$ cat config.mk
export PLATFORM = sky130hd
export DESIGN_NAME = hwag_wheel_gen
export DESIGN_NICKNAME = d
export VERILOG_FILES = /design/src/rtl/hwag_wheel_pkg.sv /design/src/rtl/hwag_wheel_tick.sv /design/src/rtl/hwag_wheel_gen.sv
export SDC_FILE = /design/constraint.sdc
export NUM_CORES = 1
export LEC_CHECK = 0
export CAP_MARGIN = 15
export CORE_MARGIN = 1.5
export CORE_UTILIZATION = 33
export CTS_BUF_LIST = sky130_fd_sc_hd__clkbuf_4
export DETAILED_ROUTE_END_ITERATION = 6
export MAX_ROUTING_LAYER = met4
export PLACE_DENSITY_LB_ADDON = 0.1
export SLEW_MARGIN = 25
export SYNTH_ARGS = -nofsm -noshare
export SYNTH_HDL_FRONTEND = slang
export SYNTH_HIERARCHICAL = 1
export SYNTH_SLANG_ARGS = --single-unit
export TNS_END_PERCENT = 50
$ cat constraint.sdc
create_clock -name clk -period 7.7 [get_ports clk]
set_input_delay 2.31 -clock clk [delete_from_list [all_inputs] [get_ports clk]]
set_output_delay 2.31 -clock clk [all_outputs]
set_load 0.005 [all_outputs]
$ cat src/rtl/hwag_wheel_pkg.sv
// hwag_wheel_pkg: shared config record, widths and helpers for the trigger-wheel generator
package hwag_wheel_pkg;

    localparam int CFG_IDX_W  = 8;
    localparam int CFG_PRE_W  = 16;
    localparam int CFG_HALF_W = 16;

    typedef struct packed {
        logic [CFG_PRE_W-1:0]  presc;
        logic [CFG_HALF_W-1:0] half;
        logic [CFG_IDX_W-1:0]  teeth;
        logic [CFG_IDX_W-1:0]  missing;
        logic [CFG_IDX_W-1:0]  cam_on;
        logic [CFG_IDX_W-1:0]  cam_off;
    } wheel_cfg_t;

    // A config is usable only if every tooth index it names exists on the wheel
    function automatic logic cfg_valid(input wheel_cfg_t c);
        return (c.half != '0) && (c.teeth >= CFG_IDX_W'(2)) && (c.missing < c.teeth)
            && (c.cam_on < c.teeth) && (c.cam_off < c.teeth);
    endfunction

    // Cam window test; on>off means the window wraps through tooth 0, on==off means empty
    function automatic logic cam_hit(input wheel_cfg_t c, input logic [CFG_IDX_W-1:0] idx,
                                     input logic ph);
        return ph && ((c.cam_on < c.cam_off) ? (idx >= c.cam_on && idx < c.cam_off)
                                             : (c.cam_on > c.cam_off) && (idx >= c.cam_on || idx < c.cam_off));
    endfunction

endpackage

$ cat src/rtl/hwag_wheel_tick.sv
// hwag_wheel_tick: clock prescaler producing a one-cycle tick every presc+1 clocks
module hwag_wheel_tick
    import hwag_wheel_pkg::*;
#(
    parameter int PRE_W = CFG_PRE_W
) (
    input  logic             clk,
    input  logic             rst,
    input  logic             clr,
    input  logic [PRE_W-1:0] presc,
    output logic             tick
);

    logic [PRE_W-1:0] scnt;

    assign tick = !clr && (scnt == presc);

    // scnt runs 0..presc and restarts; clr holds it at 0 so the first tick lands presc+1 clocks after release
    always_ff @(posedge clk or negedge rst) begin
        if (!rst) scnt <= '0;
        else      scnt <= (clr || scnt == presc) ? '0 : scnt + PRE_W'(1);
    end

endmodule

$ cat src/rtl/hwag_wheel_gen.sv
// hwag_wheel_gen: configurable N-M crank wheel and cam pulse generator with revolution-aligned config updates
module hwag_wheel_gen
    import hwag_wheel_pkg::*;
#(
    parameter int IDX_W  = CFG_IDX_W,
    parameter int PRE_W  = CFG_PRE_W,
    parameter int HALF_W = CFG_HALF_W
) (
    input  logic              clk,
    input  logic              rst,
    input  logic              en,
    input  logic              cfg_wr,
    input  logic [PRE_W-1:0]  cfg_presc,
    input  logic [HALF_W-1:0] cfg_half,
    input  logic [IDX_W-1:0]  cfg_teeth,
    input  logic [IDX_W-1:0]  cfg_missing,
    input  logic [IDX_W-1:0]  cfg_cam_on,
    input  logic [IDX_W-1:0]  cfg_cam_off,
    output logic              vr_out,
    output logic              cam_out,
    output logic [IDX_W-1:0]  tooth_idx,
    output logic              cam_phase,
    output logic              rev_stb,
    output logic              cfg_pend,
    output logic              cfg_err
);

    wheel_cfg_t        act, pend, act_nxt, cfg_in;
    logic              run, tick, end_tooth, wrap, apply, present;
    logic [HALF_W:0]   tckc, per_m1, half_m1;
    logic [IDX_W-1:0]  idx_nxt;
    logic              phase_nxt;

    assign cfg_in = '{presc: cfg_presc, half: cfg_half, teeth: cfg_teeth, missing: cfg_missing,
                      cam_on: cfg_cam_on, cam_off: cfg_cam_off};

    // A halted generator (disabled or invalid config) has no revolution boundary to wait for
    assign run       = en && cfg_valid(act);
    assign per_m1    = {act.half, 1'b0} - (HALF_W+1)'(1);
    assign half_m1   = {1'b0, act.half} - (HALF_W+1)'(1);
    assign end_tooth = tick && (tckc == per_m1);
    assign wrap      = end_tooth && (tooth_idx == act.teeth - IDX_W'(1));
    assign apply     = cfg_pend && (wrap || !run);
    assign act_nxt   = apply ? pend : act;
    assign present   = tooth_idx < act.teeth - act.missing;
    assign idx_nxt   = wrap ? '0 : tooth_idx + IDX_W'(1);
    assign phase_nxt = cam_phase ^ wrap;

    hwag_wheel_tick #(.PRE_W(PRE_W)) u_tick (
        .clk   (clk),
        .rst   (rst),
        .clr   (!run),
        .presc (act.presc),
        .tick  (tick)
    );

    // Double-buffered config: the pending set is promoted at a wrap or while halted; a coincident write stays pending
    always_ff @(posedge clk or negedge rst) begin
        if (!rst) begin
            act      <= '0;
            pend     <= '0;
            cfg_pend <= 1'b0;
            cfg_err  <= 1'b0;
        end else begin
            if (apply) begin
                act     <= pend;
                cfg_err <= !cfg_valid(pend);
            end
            if (cfg_wr) pend <= cfg_in;
            cfg_pend <= cfg_wr || (cfg_pend && !apply);
        end
    end

    // Tooth timing: vr low in the first half and high in the second half of present teeth; cam follows the new tooth index
    always_ff @(posedge clk or negedge rst) begin
        if (!rst) begin
            tckc      <= '0;
            tooth_idx <= '0;
            cam_phase <= 1'b0;
            vr_out    <= 1'b0;
            cam_out   <= 1'b0;
            rev_stb   <= 1'b0;
        end else if (!run) begin
            tckc      <= '0;
            tooth_idx <= '0;
            cam_phase <= 1'b0;
            vr_out    <= 1'b0;
            cam_out   <= 1'b0;
            rev_stb   <= 1'b0;
        end else begin
            rev_stb <= wrap;
            if (tick) begin
                tckc   <= end_tooth ? '0 : tckc + (HALF_W+1)'(1);
                vr_out <= (tckc == half_m1 && present) ? 1'b1 : end_tooth ? 1'b0 : vr_out;
            end
            if (end_tooth) begin
                tooth_idx <= idx_nxt;
                cam_phase <= phase_nxt;
                cam_out   <= cam_hit(act_nxt, idx_nxt, phase_nxt);
            end
        end
    end

endmodule

==> flow_summary_export.csv, run 1 <==
group,metric,value,unit
floorplanning,core,30700,µm²
cts,cts_root_buf,"clkbuf_4",
cts,cts_setup_buffers,0,
setup_path,worstSetupPathType,"input port to flop",
setup_path,crit_required,8.26,ns
timing,hold_slack,0.518,ns
global_routing,grt_pass1_vias,7595,
logic_synthesis,synth_seq_area_share,42.5,%
timing,maxSlewViolCount,0,
detailed_routing,vias,7240,
logic_synthesis,async_reset_ff_share,100,%
hold_path,whs_path_depth,2,
cts,htreeDepth,4,
finish,drive_above_1_share,14.9,%
detailed_routing,ant_nets,0,
timing,setup_tns,0,ns
cts,clk_pin_slew,0.16,ns
placed_design,portBuffers,81,
global_routing,grt_pass1_wl,42.2,mm
global_routing,antenna_found_initial,1,
logic_synthesis,synth_top_family_by_area,"simple AND/OR/NAND/NOR gates",
floorplanning,ios,82,
detailed_routing,wire_per_inst,17.5,µm
logic_synthesis,synth_edf_count,0,
timing,fin_crit,7.02,ns
timing,tightest_slew,0.909,ns
detailed_routing,vias_per_cell,4.98,
logic_synthesis,synth_cell_type_count,68,
detailed_routing,dr.first_iter.drc_count,423,
finish,fillers,3071,
hold_path,min-delay-start,"cfg_err",
logic_synthesis,avgSynthCellArea,10.6,µm²
detailed_routing,wl,25.5,mm
cts,clkLatencyLatePin,0.61,ns
logic_synthesis,syn_inst,974,
logic_synthesis,muxShareOfSynthArea,12.5,%
setup_path,cp-start-kind,"input port",
floorplanning,die-area,32300,µm²
logic_synthesis,synth-adder-area-share,9.74,%
logic_synthesis,syn_nets,1120,
floorplanning,rows,64,
setup_path,r2r_end,"cam_out",
setup_path,reg2reg_depth,26,
logic_synthesis,ys_seq_elements,175,
setup_path,timing.rr.start,"act[32]",
detailed_routing,drc,0,
timing,finalHoldViolCount,0,
logic_synthesis,ys_warn_count,6,
cts,cts_resized,0,
global_routing,grt_max_degree,74,
timing,finClkSkew,0.0412,ns
cts,cts_buffers,17,
setup_path,cp.arrival,7.58,ns
setup_path,endpoint,"cam_out",
timing,period_share,91.2,%
timing,timing.fmax,0.142,GHz
logic_synthesis,synthXorXnorAreaFrac,10.3,%
logic_synthesis,synth_simple_gate_area_share,12.9,%
cts,clock-sinks,175,
power,finalPower,2.56,mW
power,p_leak,5.01,nW
outcome,outcome,"complete, no violations",
global_routing,grt_overflow,0,
floorplanning,initial_core_util,33.6,%
timing,slew-limit-headroom,39.4,%
setup_path,cp-startpoint,"en",
timing,rsz0062_at_grt,"no",
floorplanning,die_width,180,µm
global_routing,grt_util_all_layers,17.1,%
logic_synthesis,synth-main-ff-cell,"dfrtp_1",
cts,cts_tree,"done",
cts,clock_path_buffers,2,
logic_synthesis,synth_compound_area_share,8.02,%
setup_path,worstSetupEndpointType,"flop",
detailed_routing,drtPass1Iterations,5,
setup_path,crit_path_max_fanout,18,
cts,cts_hold_buf,0,
finish,syn2layout_area_growth,14.4,%
placed_design,place.gp.congestion,0.879,
power,powerDensity,217,nW/µm²
hold_path,hold_path.class,"flop to flop",
power,ir_drop,0.0892,mV
floorplanning,die_h,180,µm
logic_synthesis,synth_area,10300,µm²
timing,setup_viol,0,
flow_run,maxCapViolCount,0,
placed_design,dpl.hpwl,19.1,mm
finish,layout.nets,1191,
setup_path,rrSetupSlack,1.57,ns
per-layer routing:
layer / up-vias / global-route usage (%) / part of all wire [%]
li1: 3563 / - / -
met1: 3550 / 24.3 / 51
met2: 103 / 25.3 / 44
met3: 24 / 2.19 / 2.8
met4: 0 / 5.10 / 1.6
met5: - / - / 0
registers in the layout, indices dropped and copies added (netlist names):
register	flops
u_tick/scnt	16
cfg_err	1
rev_stb	1
vr_out	1
cfg_pend	1
pend	64
act	64
tckc	17
cam_phase	1
cam_out	1
tooth_idx	8
stage by stage:
stage | utilization (%) | instances | cell area (µm²) | setup WS, ns
after global placement | 37.5 | 1422 | 11500 | 0.122
after detailed placement | 37.5 | 1422 | 11500 | 0.0195
after CTS | 38.4 | 1454 | 11800 | 0.661
after global routing | 38.5 | 1455 | 11800 | 0.124
final | 38.5 | 1455 | 11800 | 0.675
after floorplan | - | 974 | 10300 | 0.275
how the worst min path moves through the flow:
stage                     slack [ns]      end
final                           0.52  cfg_err
after global routing            0.54   vr_out
after CTS                       0.53  act[23]
after detailed placement        0.49  act[23]
after global placement          0.49  act[63]
after floorplan                 0.47  cfg_err
synthesized netlist by cell type (all sizes together), types with 14 or more instances:
cell type	number	area, µm²
dfrtp	175	4380
mux2	98	1100
ha	77	963
nor2	67	251
xnor2	66	578
inv	56	210
xor2	47	412
nand2	42	158
o21ai	41	220
a21oi	38	190
clkbuf	30	114
nand3	24	120
nor3	24	125
nor4	24	163
nand2b	20	125
nand4	20	125
mux2i	18	180
a21o	14	105
buf	14	101
worst max-delay path: stages:
cell	delay [ns]
clkdlybuf4s50_1	0.50
nand3_1	0.08
a211oi_1	0.24
nand3b_1	0.10
a31oi_1	0.24
o311ai_4	0.15
nor2_1	0.17
nand2_1	0.07
nor3_1	0.19
o2111ai_1	0.13
or4_1	0.55
nor4_2	0.30
and4_1	0.34
o21ai_4	0.22
buf_4	0.21
mux2i_1	0.20
inv_1	0.10
ha_1	0.29
and3_1	0.15
nand3_1	0.12
o311ai_1	0.39
o31ai_1	0.16
o22ai_1	0.21
a22o_1	0.14
cell usage in the layout, fill, tap and decap left out, types with 12 or more instances in the layout:
cell type        count
ha_1                77
buf_4               15
nand4_1             20
o21ai_0             38
nor4_1              22
nand2b_1            20
nor3_1              23
nor2b_1             12
mux2_2              98
inv_1               56
xor2_1              47
a21oi_1             38
a21o_1              14
clkbuf_4            21
nor2_1              67
dfrtp_1            175
nand3_1             24
mux2i_1             18
xnor2_1             66
clkdlybuf4s50_1     79
nand2_1             42
cell families after synthesis:
| kind of cell | Yosys count |
|---|---|
| adder cells (fa/ha/maj) | 80 |
| AND/OR/NAND/NOR | 258 |
| buffers and inverters | 100 |
| flip-flops | 175 |
| multiplexers | 116 |
| AO/OA/AOI/OAI | 129 |
| XOR/XNOR | 116 |
final cells by class:
| cell class | count | area [µm²] | area share [%] |
|---|---|---|---|
| Tap cell | 396 | 495 | 4.20 |
| Timing Repair Buffer | 96 | 920 | 7.80 |
| Clock buffer | 21 | 158 | 1.34 |
| Multi-Input combinational cell | 699 | 5510 | 46.7 |
| Sequential cell | 175 | 4380 | 37.1 |
| Antenna cell | 1 | 2.50 | 0.0212 |
| Clock inverter | 11 | 116 | 0.987 |
| Inverter | 56 | 210 | 1.78 |
where the power goes:
part	total, mW	switching, mW	internal, mW	leakage [nW]
sequential	1.20	0.155	1.04	2.16
clock	0.542	0.337	0.205	0.151
combinational	0.820	0.412	0.409	2.71
No activity file was read; power rests on OpenSTA's default activity.
==> inputs of run 2 (changes only) <==
--- a/config.mk
+++ b/config.mk
@@ -10,6 +10,7 @@
 export CORE_UTILIZATION = 33
 export CTS_BUF_LIST = sky130_fd_sc_hd__clkbuf_4
 export DETAILED_ROUTE_END_ITERATION = 6
+export HOLD_SLACK_MARGIN = 0.03
 export MAX_ROUTING_LAYER = met4
 export PLACE_DENSITY_LB_ADDON = 0.1
 export SLEW_MARGIN = 25
==> results of run 2 <==
Same layout as run 1: the final DEF is identical, and so are final timing and power.
